===== src/rtl/abseq_tx_if.sv =====
// abseq_tx_if: control inputs and a/b protocol outputs of the abseq transmitter
interface abseq_tx_if #(
  parameter int HOLD_W = 4,
  parameter int CNT_W  = 8
);
  logic              start;
  logic [HOLD_W-1:0] hold_len;
  logic              inject_err;
  logic              abort;
  logic              a;
  logic              b;
  logic              busy;
  logic              done;
  logic [CNT_W-1:0]  frame_cnt;
  modport master (output start, hold_len, inject_err, abort, input a, b, busy, done, frame_cnt);
  modport slave  (input start, hold_len, inject_err, abort, output a, b, busy, done, frame_cnt);
endinterface


===== src/rtl/abseq_tx.sv =====
// abseq_tx: drives one a-phase / b-phase / a&b-hold frame per start, with error injection and frame count
module abseq_tx #(
  parameter int HOLD_W = 4,
  parameter int CNT_W  = 8
) (
  input logic       clk,
  input logic       reset,
  abseq_tx_if.slave io
);
  typedef enum logic [2:0] {IDLE, SEND_A, SEND_B, HOLD, GAP} state_t;
  state_t            state_q, state_d;
  logic [HOLD_W-1:0] cnt_q, cnt_d;
  logic [CNT_W-1:0]  fc_q, fc_d;
  logic              inj_q, inj_d, a_q, a_d, b_q, b_d, busy_q, busy_d, done_q, done_d;
  always_comb begin
    state_d = IDLE;
    cnt_d   = cnt_q;
    inj_d   = inj_q;
    fc_d    = fc_q;
    case (state_q)
      IDLE: if (io.start) begin
        state_d = SEND_A;
        cnt_d   = (io.hold_len == '0) ? HOLD_W'(1) : io.hold_len;
        inj_d   = io.inject_err;
      end
      SEND_A: state_d = SEND_B;
      SEND_B: state_d = HOLD;
      HOLD: begin
        state_d = (cnt_q == HOLD_W'(1)) ? GAP : HOLD;
        cnt_d   = cnt_q - HOLD_W'(1);
      end
      GAP: fc_d = io.abort ? fc_q : fc_q + CNT_W'(1);
      default: state_d = IDLE;
    endcase
    if (io.abort && state_q != IDLE) state_d = IDLE;
    // outputs are decoded from the next state so they appear registered in the state's own cycle
    a_d    = state_d == SEND_A || state_d == HOLD;
    b_d    = (state_d == SEND_B && !inj_d) || state_d == HOLD;
    busy_d = state_d != IDLE;
    done_d = state_q == GAP && !io.abort;
  end
  always_ff @(posedge clk) begin
    if (reset) begin
      state_q <= IDLE;
      cnt_q   <= '0;
      inj_q   <= 1'b0;
      fc_q    <= '0;
      a_q     <= 1'b0;
      b_q     <= 1'b0;
      busy_q  <= 1'b0;
      done_q  <= 1'b0;
    end else begin
      state_q <= state_d;
      cnt_q   <= cnt_d;
      inj_q   <= inj_d;
      fc_q    <= fc_d;
      a_q     <= a_d;
      b_q     <= b_d;
      busy_q  <= busy_d;
      done_q  <= done_d;
    end
  end
  assign io.a         = a_q;
  assign io.b         = b_q;
  assign io.busy      = busy_q;
  assign io.done      = done_q;
  assign io.frame_cnt = fc_q;
endmodule


===== src/flat_wrapper.sv =====
// flat-port wrapper written by rule: the top's interface ports become plain ports
module abseq_tx_flat 
#(
  parameter int HOLD_W = 4,
  parameter int CNT_W  = 8
)
  (clk, reset, io_start, io_hold_len, io_inject_err, io_abort, io_a, io_b, io_busy, io_done, io_frame_cnt);
  abseq_tx_if #(.HOLD_W(HOLD_W), .CNT_W(CNT_W)) io_i ();
  input logic clk;
  input logic reset;
  input wire logic [$bits(io_i.start)-1:0] io_start;
  input wire logic [$bits(io_i.hold_len)-1:0] io_hold_len;
  input wire logic [$bits(io_i.inject_err)-1:0] io_inject_err;
  input wire logic [$bits(io_i.abort)-1:0] io_abort;
  output wire logic [$bits(io_i.a)-1:0] io_a;
  output wire logic [$bits(io_i.b)-1:0] io_b;
  output wire logic [$bits(io_i.busy)-1:0] io_busy;
  output wire logic [$bits(io_i.done)-1:0] io_done;
  output wire logic [$bits(io_i.frame_cnt)-1:0] io_frame_cnt;
  assign io_i.start = io_start;
  assign io_i.hold_len = io_hold_len;
  assign io_i.inject_err = io_inject_err;
  assign io_i.abort = io_abort;
  assign io_a = io_i.a;
  assign io_b = io_i.b;
  assign io_busy = io_i.busy;
  assign io_done = io_i.done;
  assign io_frame_cnt = io_i.frame_cnt;
  abseq_tx #(.HOLD_W(HOLD_W), .CNT_W(CNT_W)) u_core (.clk(clk), .reset(reset), .io(io_i));
endmodule

===== config.mk =====
export PLATFORM = sky130hd
export DESIGN_NAME = abseq_tx_flat
export DESIGN_NICKNAME = d
export VERILOG_FILES = /design/src/rtl/abseq_tx_if.sv /design/src/rtl/abseq_tx.sv /design/src/flat_wrapper.sv
export SDC_FILE = /design/constraint.sdc
export NUM_CORES = 1
export LEC_CHECK = 0
export BUFFER_PORTS_ARGS = -buffer_cell sky130_fd_sc_hd__buf_2
export CAP_MARGIN = 10
export CELL_PAD_IN_SITES_DETAIL_PLACEMENT = 1
export CELL_PAD_IN_SITES_GLOBAL_PLACEMENT = 2
export CORE_MARGIN = 2
export CORE_UTILIZATION = 25
export CTS_CLUSTER_SIZE = 28
export DETAILED_ROUTE_END_ITERATION = 8
export PLACE_DENSITY = 0.6
export SYNTH_ARGS = -nofsm -noshare
export SYNTH_HDL_FRONTEND = slang
export SYNTH_SLANG_ARGS = --single-unit

===== constraint.sdc =====
create_clock -name clk -period 2.3 [get_ports clk]
set_clock_uncertainty 0.2 [all_clocks]
set_input_delay 0.46 -clock clk [delete_from_list [all_inputs] [get_ports clk]]
set_output_delay 0.46 -clock clk [all_outputs]
set_load 0.03 [all_outputs]

**Yosys cells after proc, flatten, opt, wreduce, memory -nomap -nowiden**

Cells that the tools add are included.

- Bits in registers: 20
- Input bits: 9
- Output and inout port bits: 12
- Logic and storage cells: 43

- $add $sub $neg: 2
- Equality and inequality tests: 9
- Muxes and demuxes: 9
- Bitwise logic cells: 1
- Reduce and logical (&&, ||, !) cells: 14

Operators by type and width:

| kind | number |
|---|---|
| equality test 3 x 2 -> 1 bit, second input constant | 4 |
| one-hot mux 3 bit (4 select lines) | 1 |
| adder 8 x 1 -> 8 bit, second input constant | 1 |
| 2-to-1 mux 4 bit | 2 |
| one-hot mux 4 bit (2 select lines) | 1 |
| equality test 3 x 1 -> 1 bit, second input constant | 2 |
| 2-to-1 mux 3 bit | 2 |
| nonzero test 3 bit | 2 |
| equality test 4 x 1 -> 1 bit, second input constant | 1 |
| zero test 4 bit | 1 |
| AND reduction 2 bit | 2 |
| subtractor 4 x 1 -> 4 bit, second input constant | 1 |
| equality test 3 bit, second input constant | 1 |
| logical AND 1 bit | 3 |
| zero test 3 bit | 1 |
| 2-to-1 mux 1 bit | 3 |
| zero test 1 bit | 2 |
| logical OR 1 bit | 2 |
| inequality test 2 bit, second input constant | 1 |
| nonzero test 2 bit | 1 |
| NOT 1 bit | 1 |

**Depth between registers and ports, before layout**

- Depth after elaboration: 7
- Mapped depth: 5
- Gate-level depth less buffers: 5

**Least setup slack after synthesis**

Ideal clock, no wire load.

- Path kind: in2reg
- From: input io_abort
- To: register u_core.fc_q[7], in the netlist u_core.io.frame_cnt[7]
- Setup time: 123 ps
- Arrival time: 1,667 ps
- Data required time: 1,977 ps
- Setup slack: 310 ps
- Cell stages on the path: 4
- Buffers on the path: 1
- Cell sequence: or4b_4 -> buf_6 -> nor4_4 -> mux2_1

- Word-level cells in the longest chain between the ends: 2

Ends and longest elaborated chain:

| element | line | text |
|---|---|---|
| from (decl) | flat_wrapper.sv:14 | `input wire logic [$bits(io_i.abort)-1:0] io_abort;` |
| NOT 1 bit (no line) | - |  |
| AND reduction 2 bit (no line) | - |  |
| to (signal assigned) | abseq_tx.sv:47 | `fc_q <= '0;` |
| to (signal assigned) | abseq_tx.sv:56 | `fc_q <= fc_d;` |
| to (decl) | abseq_tx.sv:13 | `logic [CNT_W-1:0] fc_q, fc_d;` |

No other way between the ends.
A chain may end at the register's enable or synchronous reset.

**Final worst setup path**

- From: register u_core.state_q[0]
- To: register u_core.fc_q[5], in the netlist u_core.io.frame_cnt[5]

- Word-level cells in the longest chain between the ends: 2

Ends and longest elaborated chain:

| element | line | text |
|---|---|---|
| from (decl) | abseq_tx.sv:11 | `state_t state_q, state_d;` |
| from (signal assigned) | abseq_tx.sv:53 | `state_q <= state_d;` |
| equality test 3 bit | abseq_tx.sv:20 | `case (state_q)` |
| AND reduction 2 bit (no line) | - |  |

No other way between the ends.

==> impl.org <==
** STA
- The final max-slew violation count was 0.
- Timing would allow up to 0.4921 GHz.
- Post-Route Setup TNS :: 0 ns
- Worst-case setup margin in the final layout :: 0.2681 ns
- At the pin with the least slew margin, the transition time is 0.5665 ns.
- Of the available clock period, the critical path in the final layout requires 0.8835.
- Setup violations remaining at the end of the flow were counted as 0.
- Time the final worst path needs with I/O delays and setup :: 2.032 ns
- Max transition margin :: 0.6172
- The final number of hold-violating endpoints is 0.
- Setup repair after global routing left no endpoint under its margin.
- Smallest hold slack :: 0.2710 ns

** Worst setup path
- Setup crit start kind :: flip-flop
- The critical path is of the reg -> reg type.
- STA puts the critical path data arrival time at 2.03 ns.
- The worst setup path is captured at a flip-flop.
- Maximum fanout along the worst path :: 14
- At the worst endpoint, the required time is 2.30 ns.

** CTS
- In this run the clock root is driven by a clkbuf_8.
- Hold_buf cts :: 0
- CTS tree :: built
- Cts repair resizes :: 0
- Total CTS buffers :: 3
- Sink count of the clock tree :: 20
- Clock latency at the later pin of the worst-skew pair :: 0.26 ns
- The clock passes through at most 2 buffers.
- Clock transition at the register clock pins on the worst setup and hold paths after CTS :: 0.08 ns
- Maximum level of the CTS H-tree :: 1
- Number of setup buffers added after CTS :: 0

** Drt
- For this block, the initial DRC count from the detailed router was 28.
- In the routed layout, each cell is associated on average with a via count of 4.918.
- Routed Antenna Nets :: 0
- Drt pass-1 iters :: 2
- After detailed routing, the average wire length per cell comes to 12.99 µm.
- For this run, design rule violations remaining after detail routing come to 0.
- Detailed Route WL :: 2209 µm
- For this block, the via count after detailed routing is 836.

** Global route
- The number of antenna violations at the first check in global routing came to 0.
- Largest net degree at the start of global routing :: 19
- GR Util met2 :: 0.1594
- The first global-routing pass estimated 3698 µm of wire.
- Gr ovfl total :: 0
- The number of global-route vias before repair is 778.
- For met1 alone, demand over resource in global routing was 0.1572.
- met2 is the most crowded layer.
- Across every metal layer, demand over resource in global routing totals 0.1123.
- For met3 alone, demand over resource in global routing was 0.02740.

** Place
- Placed wire-length estimate after detailed placement :: 1637 µm
- Count of input and output buffers :: 20
- Routability-driven placement finished with a final weighted congestion of 0.7332.
- At the placement stage, the worst setup path has a slack of 0.1554 ns.

** Finish
- Total of fill cells in the finished design :: 434
- 0 antenna diodes ended up in the layout.
- Of the cells placed in the final design, the portion with a size suffix greater than 1 is 0.2787.
- Relative to the synthesized area, the layout overhead comes to 23.48%.
- Total number of nets in the final design :: 135

** Floorplan
- The floorplan step defined a die boundary enclosing 4302 µm².
- Die Span X :: 65.59 µm
- Die outline height :: 65.59 µm
- Std-Cell Core Area :: 3661 µm²
- In this run the count of I/O pins placed on the die edge is 21.
- Starting utilization of the core area :: 0.2591
- Number of rows in the core area :: 22

** Synth
- Counting flops with a built-in enable in the synthesized netlist gives 0.
- Dividing the synthesized area by the synthesized cell count gives 9.484 µm².
- Proportion of register bits with asynchronous set or reset after synthesis :: 0
- For this run, the number of Yosys warnings is 0.
- Sequential fraction of the synthesis area :: 0.4222
- Synthesized instance count :: 100
- Yosys cell types :: 41
- Synthesized netlist net count :: 112
- In this run, synthesis produced a sequential element count of 20.
- The cell area that synthesis handed to floorplanning was 948.4 µm².
- For this run, the leading register cell type out of synthesis is dfxtp_1.

** Min path
- Class of the tightest hold or removal check :: in -> reg

** Run
- Max-cap violation count :: 0

** Power
- For this design the ratio of total power to cell area is 682.5 nW/µm².
- Maximum VDD drop :: 0.0003064 V
- P_leak :: 0.4743 nW

** Outcome
- The run finished with clean final reports.
[layer usage]
metal | share of wire | wire, µm | vias up
met4 | 0.015 | 34 | 0
met2 | 0.41 | 905 | 14
met1 | 0.54 | 1197 | 402
met3 | 0.032 | 71 | 4
met5 | 0 | 0 | -
li1 | - | - | 416
[kinds of logic (layout without fill, tap and decap cells)]
logic type,Yosys count,in the layout,synth area share
and+or+nand+nor,40,40,0.2810
xor gates and xnor gates,1,1,0.009237
adders and majority gates,3,3,0.03958
buffers and inverters,11,33,0.06068
AOI/OAI and AO/OA,22,22,0.1544
DFF,20,20,0.4222
muxes,3,3,0.03298
[cell usage after synthesis (2+ instances only)]
cell type / instances / share of area
nor3_1: 4 / 0.021
buf_6: 2 / 0.024
nor3b_1: 2 / 0.016
or4_1: 4 / 0.032
mux2i_1: 2 / 0.021
inv_1: 5 / 0.020
dfxtp_1: 20 / 0.42
ha_1: 3 / 0.040
clkbuf_1: 2 / 0.0079
o31ai_1: 5 / 0.040
nor2_1: 7 / 0.028
a21oi_1: 7 / 0.037
or2_2: 2 / 0.013
or3_1: 2 / 0.013
o21ai_0: 2 / 0.011
nand3_1: 3 / 0.016
nand2_1: 4 / 0.016
[sequential cells by signal, indices dropped and copies added, names as in the netlist]
name                 cells
u_core.io.done           1
u_core.cnt_q             4
u_core.inj_q             1
u_core.io.busy           1
u_core.state_q           3
u_core.io.frame_cnt      8
u_core.io.b              1
u_core.io.a              1
[cell type report]
cell class,instances,area [µm²],area share
clock inverters,1,30.03,0.02564
inverters,5,18.77,0.01603
multi-input cells,69,490.5,0.4188
clock buffers,3,41.29,0.03526
well taps,48,60.06,0.05128
flip-flops and latches,20,400.4,0.3419
repair buffers,24,130.1,0.1111
[through the flow]
step | util | instances | total power [mW] | instance area, µm²
2_1_floorplan | - | 100 | 0.4235 | 948.4
3_3_place_gp | 0.3004 | 166 | 0.4489 | 1100
3_5_place_dp | 0.3004 | 166 | 0.4494 | 1100
4_1_cts | 0.3199 | 170 | 0.8083 | 1171
5_1_grt | 0.3199 | 170 | 0.8350 | 1171
6_report | 0.3199 | 170 | 0.7992 | 1171
[report_power, final]
part,internal [mW],switching [mW],total [mW]
logic,0.0329,0.0389,0.0718
clock network,0.232,0.127,0.359
registers,0.358,0.0109,0.369
total,0.623,0.176,0.799
[worst max-delay path, stage by stage, from the launching register on]
cell	delay, ns
dfxtp_1	0.41
or4b_4	0.67
or4_1	0.53
a21oi_1	0.15
[placed cells by master (no fill, tap or decap), drive strengths merged, types with 2 or more instances in the layout]
| master | synthesis | routed |
|---|---|---|
| a21oi | 7 | 7 |
| buf | 4 | 24 |
| clkbuf | 2 | 3 |
| dfxtp | 20 | 20 |
| ha | 3 | 3 |
| inv | 5 | 5 |
| mux2i | 2 | 2 |
| nand2 | 4 | 4 |
| nand3 | 3 | 3 |
| nor2 | 7 | 7 |
| nor3 | 4 | 4 |
| nor3b | 2 | 2 |
| nor4 | 2 | 2 |
| o21ai | 2 | 2 |
| o31ai | 5 | 5 |
| or2 | 2 | 2 |
| or3 | 2 | 2 |
| or4 | 4 | 4 |
| or4b | 2 | 2 |
[final timing paths]
kind         slack [ns]                                start                             endpoint  depth (start not counted)
max                0.27         u_core.state_q[0]$_SDFF_PP0_  u_core.io.frame_cnt[5]$_SDFFE_PP0P_                          3
min                0.27                        io_inject_err              u_core.inj_q$_SDFF_PP0_                          3
max reg2reg        0.27         u_core.state_q[0]$_SDFF_PP0_  u_core.io.frame_cnt[5]$_SDFFE_PP0P_                          3
min reg2reg        0.30  u_core.io.frame_cnt[6]$_SDFFE_PP0P_  u_core.io.frame_cnt[6]$_SDFFE_PP0P_                          2
Note: power is estimated with default switching activity, not from simulation.
